--- src/rtl/bitstream_decoder.sv ---
// Stochastic bitstream decoder: counts ones per channel over a WINDOW-sample window.
// Latency: result valid on edge WINDOW after the start edge; back-to-back windows have no gap.
// Backpressure: one-deep result register; a new result overwrites an unconsumed one and sets sticky overrun.
module bitstream_decoder #(
   parameter int CHANNELS    = 2,
   parameter int WINDOW      = 256,
   parameter int COUNT_WIDTH = $clog2(WINDOW + 1)
) (
   input  logic                            clk,
   input  logic                            n_rst,
   input  logic [CHANNELS-1:0]             stream_in,
   input  logic                            start,
   input  logic                            continuous,
   output logic [CHANNELS*COUNT_WIDTH-1:0] count_out,
   output logic                            out_valid,
   input  logic                            out_ready,
   output logic                            busy,
   output logic                            overrun
);

   typedef enum logic {
      IDLE  = 1'b0,
      COUNT = 1'b1
   } state_t;

   // Sample counter value on the edge that takes the final sample of a window.
   localparam logic [COUNT_WIDTH-1:0] LAST_SAMPLE = COUNT_WIDTH'(WINDOW - 1);

   state_t                 state;
   logic [COUNT_WIDTH-1:0] sample_cnt;
   logic [COUNT_WIDTH-1:0] acc [CHANNELS];
   logic                   window_end;

   // Final-sample edge of the current window.
   assign window_end = (state == COUNT) && (sample_cnt == LAST_SAMPLE);

   // busy comes straight from the registered state.
   assign busy = (state == COUNT);

   // Window FSM, per-channel accumulation, result register and handshake.
   always_ff @(posedge clk or negedge n_rst) begin
      if (!n_rst) begin
         state      <= IDLE;
         sample_cnt <= '0;
         count_out  <= '0;
         out_valid  <= 1'b0;
         overrun    <= 1'b0;
         for (int i = 0; i < CHANNELS; i++) begin
            acc[i] <= '0;
         end
      end else begin
         // Consumer takes the held result; a result loading below overrides this.
         if (out_valid && out_ready) begin
            out_valid <= 1'b0;
         end

         unique case (state)
            IDLE: begin
               // stream_in is not sampled on the start edge.
               if (start) begin
                  state      <= COUNT;
                  sample_cnt <= '0;
                  overrun    <= 1'b0;
                  for (int i = 0; i < CHANNELS; i++) begin
                     acc[i] <= '0;
                  end
               end
            end

            COUNT: begin
               if (window_end) begin
                  // Fold the final sample straight into the published count.
                  for (int i = 0; i < CHANNELS; i++) begin
                     count_out[i*COUNT_WIDTH +: COUNT_WIDTH] <= acc[i] + COUNT_WIDTH'(stream_in[i]);
                     acc[i] <= '0;
                  end
                  out_valid  <= 1'b1;
                  sample_cnt <= '0;
                  // Overwriting a result nobody took this edge is an overrun;
                  // a same-edge transfer is not.
                  if (out_valid && !out_ready) begin
                     overrun <= 1'b1;
                  end
                  if (!continuous) begin
                     state <= IDLE;
                  end
               end else begin
                  for (int i = 0; i < CHANNELS; i++) begin
                     acc[i] <= acc[i] + COUNT_WIDTH'(stream_in[i]);
                  end
                  sample_cnt <= sample_cnt + COUNT_WIDTH'(1);
               end
            end
         endcase
      end
   end

endmodule

--- config.mk ---
export PLATFORM = sky130hd
export DESIGN_NAME = bitstream_decoder
export DESIGN_NICKNAME = d
export VERILOG_FILES = /design/src/rtl/bitstream_decoder.sv
export SDC_FILE = /design/constraint.sdc
export NUM_CORES = 1
export LEC_CHECK = 0
export CORE_MARGIN = 2
export CORE_UTILIZATION = 59
export DETAILED_ROUTE_END_ITERATION = 6
export PLACE_DENSITY = 0.84
export SYNTH_ARGS = -nofsm -noshare
export SYNTH_HDL_FRONTEND = slang
export SYNTH_SLANG_ARGS = --single-unit
--- constraint.sdc ---
create_clock -name clk -period 5.5 [get_ports clk]
set_clock_uncertainty 0.1 [all_clocks]
set_input_delay 0.55 -clock clk [delete_from_list [all_inputs] [get_ports clk]]
set_output_delay 0.55 -clock clk [all_outputs]
set_load 0.01 [all_outputs]
==> results of run 1 <==
[cell usage in the layout (no fill, tap or decap), types with 2 or more instances in the layout]
cell	instances
clkdlybuf4s50_1	26
a31oi_1	13
a41oi_1	6
ha_1	7
a21o_1	2
and3_1	3
nand2b_1	4
a21oi_2	12
mux2_2	4
xnor2_1	10
buf_4	2
nor2_1	22
nand4_1	2
xor2_1	4
a21oi_1	14
nor3_1	3
inv_1	3
nand3_1	9
clkbuf_8	7
dfrtp_1	48
a22o_1	6
o21ai_0	13
nand2_1	17
[routing by layer]
metal | wire length (um) | up-vias | track usage | part of all wire
met5 | 0 | - | 0 | 0
met2 | 2090 | 28 | 0.354 | 0.49
met3 | 171 | 5 | 0.0650 | 0.040
li1 | - | 852 | - | -
met1 | 1910 | 816 | 0.294 | 0.45
met4 | 80 | 0 | 0.0969 | 0.019
[flip-flops by register name, indices dropped and copies added (netlist names)]
name	flops
overrun	1
out_valid	1
acc	18
busy	1
sample_cnt	9
count_out	18
[final cells by class]
class                           instances  share of cell area
Multi-Input combinational cell        160               0.389
Inverter                                3             0.00410
Sequential cell                        48               0.437
Tap cell                               48              0.0218
Clock inverter                          1              0.0109
Clock buffer                            7              0.0350
Timing Repair Buffer                   29               0.102
[kinds of logic (layout without fill, tap and decap cells)]
group                      after synthesis  after routing  share of synthesized area
AOI/OAI and AO/OA                       70             70                      0.208
and+or+nand+nor                         65             65                      0.138
DFF                                     48             48                      0.510
buffers and inverters                   17             40                     0.0366
xor gates and xnor gates                14             14                     0.0520
adders and majority gates                7              7                     0.0372
muxes                                    4              4                     0.0191
[worst reg2reg max path, cell delays in order (launching register included)]
cell and delay [ns]:
dfrtp_1 0.41, ha_1 0.23, nand3_1 0.23, nor4_4 0.59, buf_4 0.42, mux2_2 0.38
[report_power, final]
group	total (W)	switching, W	internal [W]	leakage, nW
Clock	0.000278	0.000117	0.000160	0.0645
Sequential	0.000573	0.000125	0.000448	0.550
Combinational	0.000312	0.000146	0.000166	0.548
Total	0.00116	0.000388	0.000775	1.16
[Yosys cell counts (2+ instances only)]
library cell,number
dfrtp_1,48
nor2_1,22
nand2_1,17
a21oi_1,14
a31oi_1,13
o21ai_0,13
a21oi_2,12
xnor2_1,10
nand3_1,9
clkbuf_1,8
ha_1,7
a22o_1,6
a41oi_1,6
mux2_2,4
nand2b_1,4
xor2_1,4
and3_1,3
buf_2,3
inv_1,3
nor3_1,3
a21o_1,2
buf_6,2
nand4_1,2
[how the worst max path moves through the flow]
stage	from	to	cells past startpoint
finish	sample_cnt[0]$_DFFE_PN0P_	count_out[9]$_DFFE_PN0P_	5
global route	sample_cnt[0]$_DFFE_PN0P_	count_out[9]$_DFFE_PN0P_	5
CTS	sample_cnt[0]$_DFFE_PN0P_	count_out[9]$_DFFE_PN0P_	5
detailed placement	sample_cnt[0]$_DFFE_PN0P_	count_out[9]$_DFFE_PN0P_	5
global placement	sample_cnt[0]$_DFFE_PN0P_	count_out[9]$_DFFE_PN0P_	5
floorplan	sample_cnt[0]$_DFFE_PN0P_	acc[13]$_DFFE_PN0P_	6
[metrics by stage]
stage	instance area, um^2	hold WS (ns)	util
after floorplan	2360	0.154	-
after global placement	2620	0.380	0.701
after detailed placement	2620	0.385	0.701
after CTS	2750	0.349	0.734
after global routing	2750	0.411	0.734
final	2750	0.305	0.734
==> impl_results.md, run 1 <==
* Final setup violating endpoints at 0
* Die X at 67.2 um
* Fin nets at 261
* IO Count at 28
* Synth warnings at 0
* Leak at 1.16 nW
* Placed cells at 288
* Final WS setup at 3.04 ns
* Synth top area share at 0.510
* Fin crit period at 2.46 ns
* Clock Tree Buf Depth at 2
* Vias at 1701
* Crit path cell chain: ha_1 -> nand3_1 -> nor4_4 -> buf_4 -> mux2_2
* Syn nets at 239
* Synth area leaders: dfrtp_1 51%, a21oi_2 4.5%, ha_1 3.7%
* TritonCTS buffer count at 5
* Synth-to-layout area growth at 16.6%
* Total core area at 0.00374 mm^2
* Multi-input logic area at 0.00107 mm^2
* First-pass GRT wire length at 7.43 mm
* Worst slew pin tran at 1.03 ns
* GRT overflow at 0
* Syn avg cell area at 10.5 um^2
* Setup slack, reg-to-reg at 3.04 ns
* Final Hold Fails at 0
* Chip Height at 67.2 um
* Total power at 0.00116 W
* Drt initial violations at 134
* R2R Path End: count_out[9]$_DFFE_PN0P_
* Startpoint types: flip-flop
* Number of synthesized flops with an enable pin at 0
* Crit-path leading delay family: simple AND/OR/NAND/NOR gates
* Vias in the first global route at 1608
* MaxCap Viol Count at 0
* Flops & latches, synth at 48
* GRT Total Usage at 0.226
* Slew margin rel. at 0.315
* Hold Crit Class: input port to asynchronous set/reset pin
* Port buffer count at 27
* FF+latch area at 0.00120 mm^2
* R2r startpoint: sample_cnt[0]$_DFFE_PN0P_
* Row Count at 22
* PD cells at 423 mW/mm^2
* Worst skew pair latency at 0.31 ns
* CTS clk-pin slew, worst paths at 0.08 ns
* CP arrival at 2.56 ns
* Largest area contributor in the netlist: dfrtp_1
* Fin crit share at 0.448
* Sequential-to-total area share from yosys stat at 0.510
* Critical path buffer and inverter count at 1
* Initial antenna violation count at 0
* RSZ-0062 raised after global routing: no
* DP Worst Slack at 3.03 ns
* H-tree depth at 2
* Post-DR vias/cell at 5.75
* Share of cells above drive strength 1 at 0.125
* # diodes at 0
* Crit path required time at 5.60 ns
* DRC at 0
* Slowest Stage Delay on Critical Path at 0.59 ns
* Final non-filler cell total at 296
* Top FF cell, synth: dfrtp_1
* Clk sink count at 48
* Crit. End Element: flip-flop
* Total Die Area at 0.00452 mm^2
* CP Max Fanout at 25
* Library cells used by synthesis at 33
* Syn Inst Count at 225
* Critical path class: flip-flop to flip-flop
* Post-DP HPWL at 2.84 mm
* Pin count of the biggest net entering global routing at 49
* Hold_buf cts at 0
* Final TNS setup at 0 ns
* Mapped Area at 0.00236 mm^2
* Fillers at 288
* Setup bufs post-CTS at 0
* Max Slew Vio Count at 0
* Worst vdd ir at 0.242 mV
* Post-CTS sizing at 0
* CTS tree: built
* Reg2reg path depth at 5
* Initial Util at 0.630
* WL per Instance at 14.4 um
* Peak Freq at 406 MHz
* Pre-antenna DRT Iters at 4
* RD Place Congestion at 0.843
* Post-synth ARST share at 1.00
* Drt total wl at 4.25 mm
* Root Buffer: clkbuf_8
* Routed Antenna Nets at 0
* Status: finished clean
* CP max stage cell: nor4_4
Power figures use the tool's default switching activity.
==> run 2: changes to the inputs <==
CORE_UTILIZATION = 55   (was 59)
PLACE_DENSITY = 0.79   (was 0.84)
clock period = 2.3 ns   (was 5.5 ns; I/O delays follow)
==> run 2 against run 1 <==
Utilization is 4.7 points lower. Combinational power is 140% higher. Worst setup slack worse by 2.8 ns. Cell area is 1.5% higher. Critical endpoint is now count_out[1]$_DFFE_PN0P_. Largest power group unchanged.
==> impl_results.md, run 2 (synthesized netlist as in run 1, its figures left out) <==
* Status: finished clean
* Final non-filler cell total at 306 (+3.4%)
* TritonCTS buffer count at 5 (unchanged)
* Fin nets at 269 (+3.1%)
* Worst vdd ir at 0.618 mV (+160%)
* DRC at 0 (unchanged)
* Total core area at 0.00406 mm^2 (+8.4%)
* Final Hold Fails at 0 (unchanged)
* Peak Freq at 487 MHz (+20%)
* Startpoint types: flip-flop
* CP arrival at 2.15 ns (-0.41 ns)
* Routed Antenna Nets at 0 (unchanged)
* RD Place Congestion at 0.787 (-6.7%)
* Hold Crit Depth at 3
* Slew margin rel. at 0.612 (+0.297)
* Drt initial violations at 145 (+8.2%)
* PD cells at 943 mW/mm^2 (+120%)
* # diodes at 0 (unchanged)
* Post-DR vias/cell at 5.78 (+0.60%)
* Leak at 1.19 nW (+2.4%)
* Initial Util at 0.581 (-0.0487)
* Root Buffer: clkbuf_8
* Fin crit period at 2.05 ns (-0.409 ns)
* Port buffer count at 27 (unchanged)
* Commonest non-fill, non-tap cells in the layout: 48 x dfrtp_1, 26 x clkdlybuf4s50_1, 22 x nor2_1, 17 x nand2_1, 14 x a21oi_1
* Clock Tree Buf Depth at 2 (unchanged)
* Placed cells at 294 (+2.1%)
* Die X at 69.5 um (+3.4%)
* Row Count at 23 (+4.5%)
* Pre-antenna DRT Iters at 4 (unchanged)
* H-tree depth at 2 (unchanged)
* Final setup violating endpoints at 0 (unchanged)
* Total Die Area at 0.00483 mm^2 (+6.8%)
* Reg2reg path depth at 5 (unchanged)
* CTS tree: built
* Post-DP HPWL at 2.86 mm (+0.87%)
* Hold Crit Class: input port to flip-flop
* Drt total wl at 4.30 mm (+1.2%)
* GRT overflow at 0 (unchanged)
* Clk sink count at 48 (unchanged)
* RSZ-0062 raised after global routing: no
* Most common cell after layout, fill and taps aside: dfrtp_1
* Setup slack, reg-to-reg at 0.25 ns (-2.79 ns)
* CTS clk-pin slew, worst paths at 0.08 ns (about the same)
* Share of cells above drive strength 1 at 0.141 (+0.0156)
* Vias at 1769 (+4.0%)
* WL per Instance at 14.1 um (-2.1%)
* Initial antenna violation count at 0 (unchanged)
* Final TNS setup at 0 ns (unchanged)
* Chip Height at 69.5 um (+3.4%)
* Crit. End Element: flip-flop
* Worst slew pin tran at 0.582 ns (-0.446 ns)
* Pin count of the biggest net entering global routing at 49 (unchanged)
* Critical path class: flip-flop to flip-flop
* Worst skew pair latency at 0.30 ns (about the same)
* CP Max Fanout at 5 (-80%)
* IO Count at 28 (unchanged)
* MaxCap Viol Count at 0 (unchanged)
* Fin crit share at 0.893 (+0.445)
* Vias in the first global route at 1669 (+3.8%)
* GRT Total Usage at 0.190 (-0.0363)
* First-pass GRT wire length at 7.35 mm (-1.1%)
* Largest regs: acc: 18 flops, count_out: 18 flops, sample_cnt: 9 flops
* Crit path required time at 2.39 ns (-3.21 ns)
* Max Slew Vio Count at 0 (unchanged)
* Synth-to-layout area growth at 18.4%
* Post-CTS sizing at 0 (unchanged)
run 2: cell types whose count changed in the layout (fill, tap and decap cells not counted):
cell           before  now
buf_12              0    1
buf_4               2    8
bufinv_16           1    0
clkbuf_1            0    2
clkbuf_8            7    6
dlygate4sd3_1       0    1
run 2: worst max-delay path, cell delays in order (launching register included):
cell     delay, ns
dfrtp_1       0.41
ha_1          0.22
nand3_1       0.23
nor4_4        0.45
buf_4         0.21
mux2_2        0.33
run 2: timing repair:
action	in CTS	in global routing
endpoints found under the setup margin	0	1
buffers inserted	0	3
hold buffers	1	0
hold endpoints to repair	48	0
run 2: area by class of cell:
class,count,area (um^2)
Sequential cell,48,1200
Clock buffer,8,90.1
Inverter,3,11.3
Multi-Input combinational cell,160,1070
Fill cell,323,1270
Tap cell,50,62.6
Timing Repair Buffer,37,355
run 2: through the flow:
stage / hold WS (ns) / utilization / worst slack (ns) / instance area (um^2) / power, W
after floorplan: -0.166 / - / 0.518 / 2360 / 0.00189
after global placement: 0.261 / 0.657 / 0.275 / 2670 / 0.00209
after detailed placement: 0.258 / 0.657 / 0.212 / 2670 / 0.00213
after CTS: 0.373 / 0.682 / 0.179 / 2770 / 0.00264
after global routing: 0.377 / 0.688 / 0.124 / 2790 / 0.00281
final: 0.367 / 0.688 / 0.246 / 2790 / 0.00263
run 2: power by group:
part           internal, W  switching (W)  leakage (nW)  total (W)
registers          0.00107       0.000306         0.550    0.00138
logic             0.000398       0.000345         0.595   0.000743
clock network     0.000245       0.000264        0.0455   0.000509
total              0.00172       0.000915          1.19    0.00263
run 2: routing by layer:
| layer | routed length [um] | track usage |
|---|---|---|
| met1 | 2010 | 0.250 |
| met5 | 0 | 0 |
| met2 | 2060 | 0.299 |
| met4 | 58 | 0.0719 |
| met3 | 175 | 0.0523 |
run 2: worst paths after layout:
kind                                       endpoint                      start
min in group asynchronous  count_out[8]$_DFFE_PN0P_                      n_rst
min                                  busy$_DFF_PN0_                 continuous
max                        count_out[1]$_DFFE_PN0P_  sample_cnt[0]$_DFFE_PN0P_
max reg2reg                count_out[1]$_DFFE_PN0P_  sample_cnt[0]$_DFFE_PN0P_
max in group asynchronous        acc[1]$_DFFE_PN0P_                      n_rst
min reg2reg                      acc[8]$_DFFE_PN0P_         acc[8]$_DFFE_PN0P_
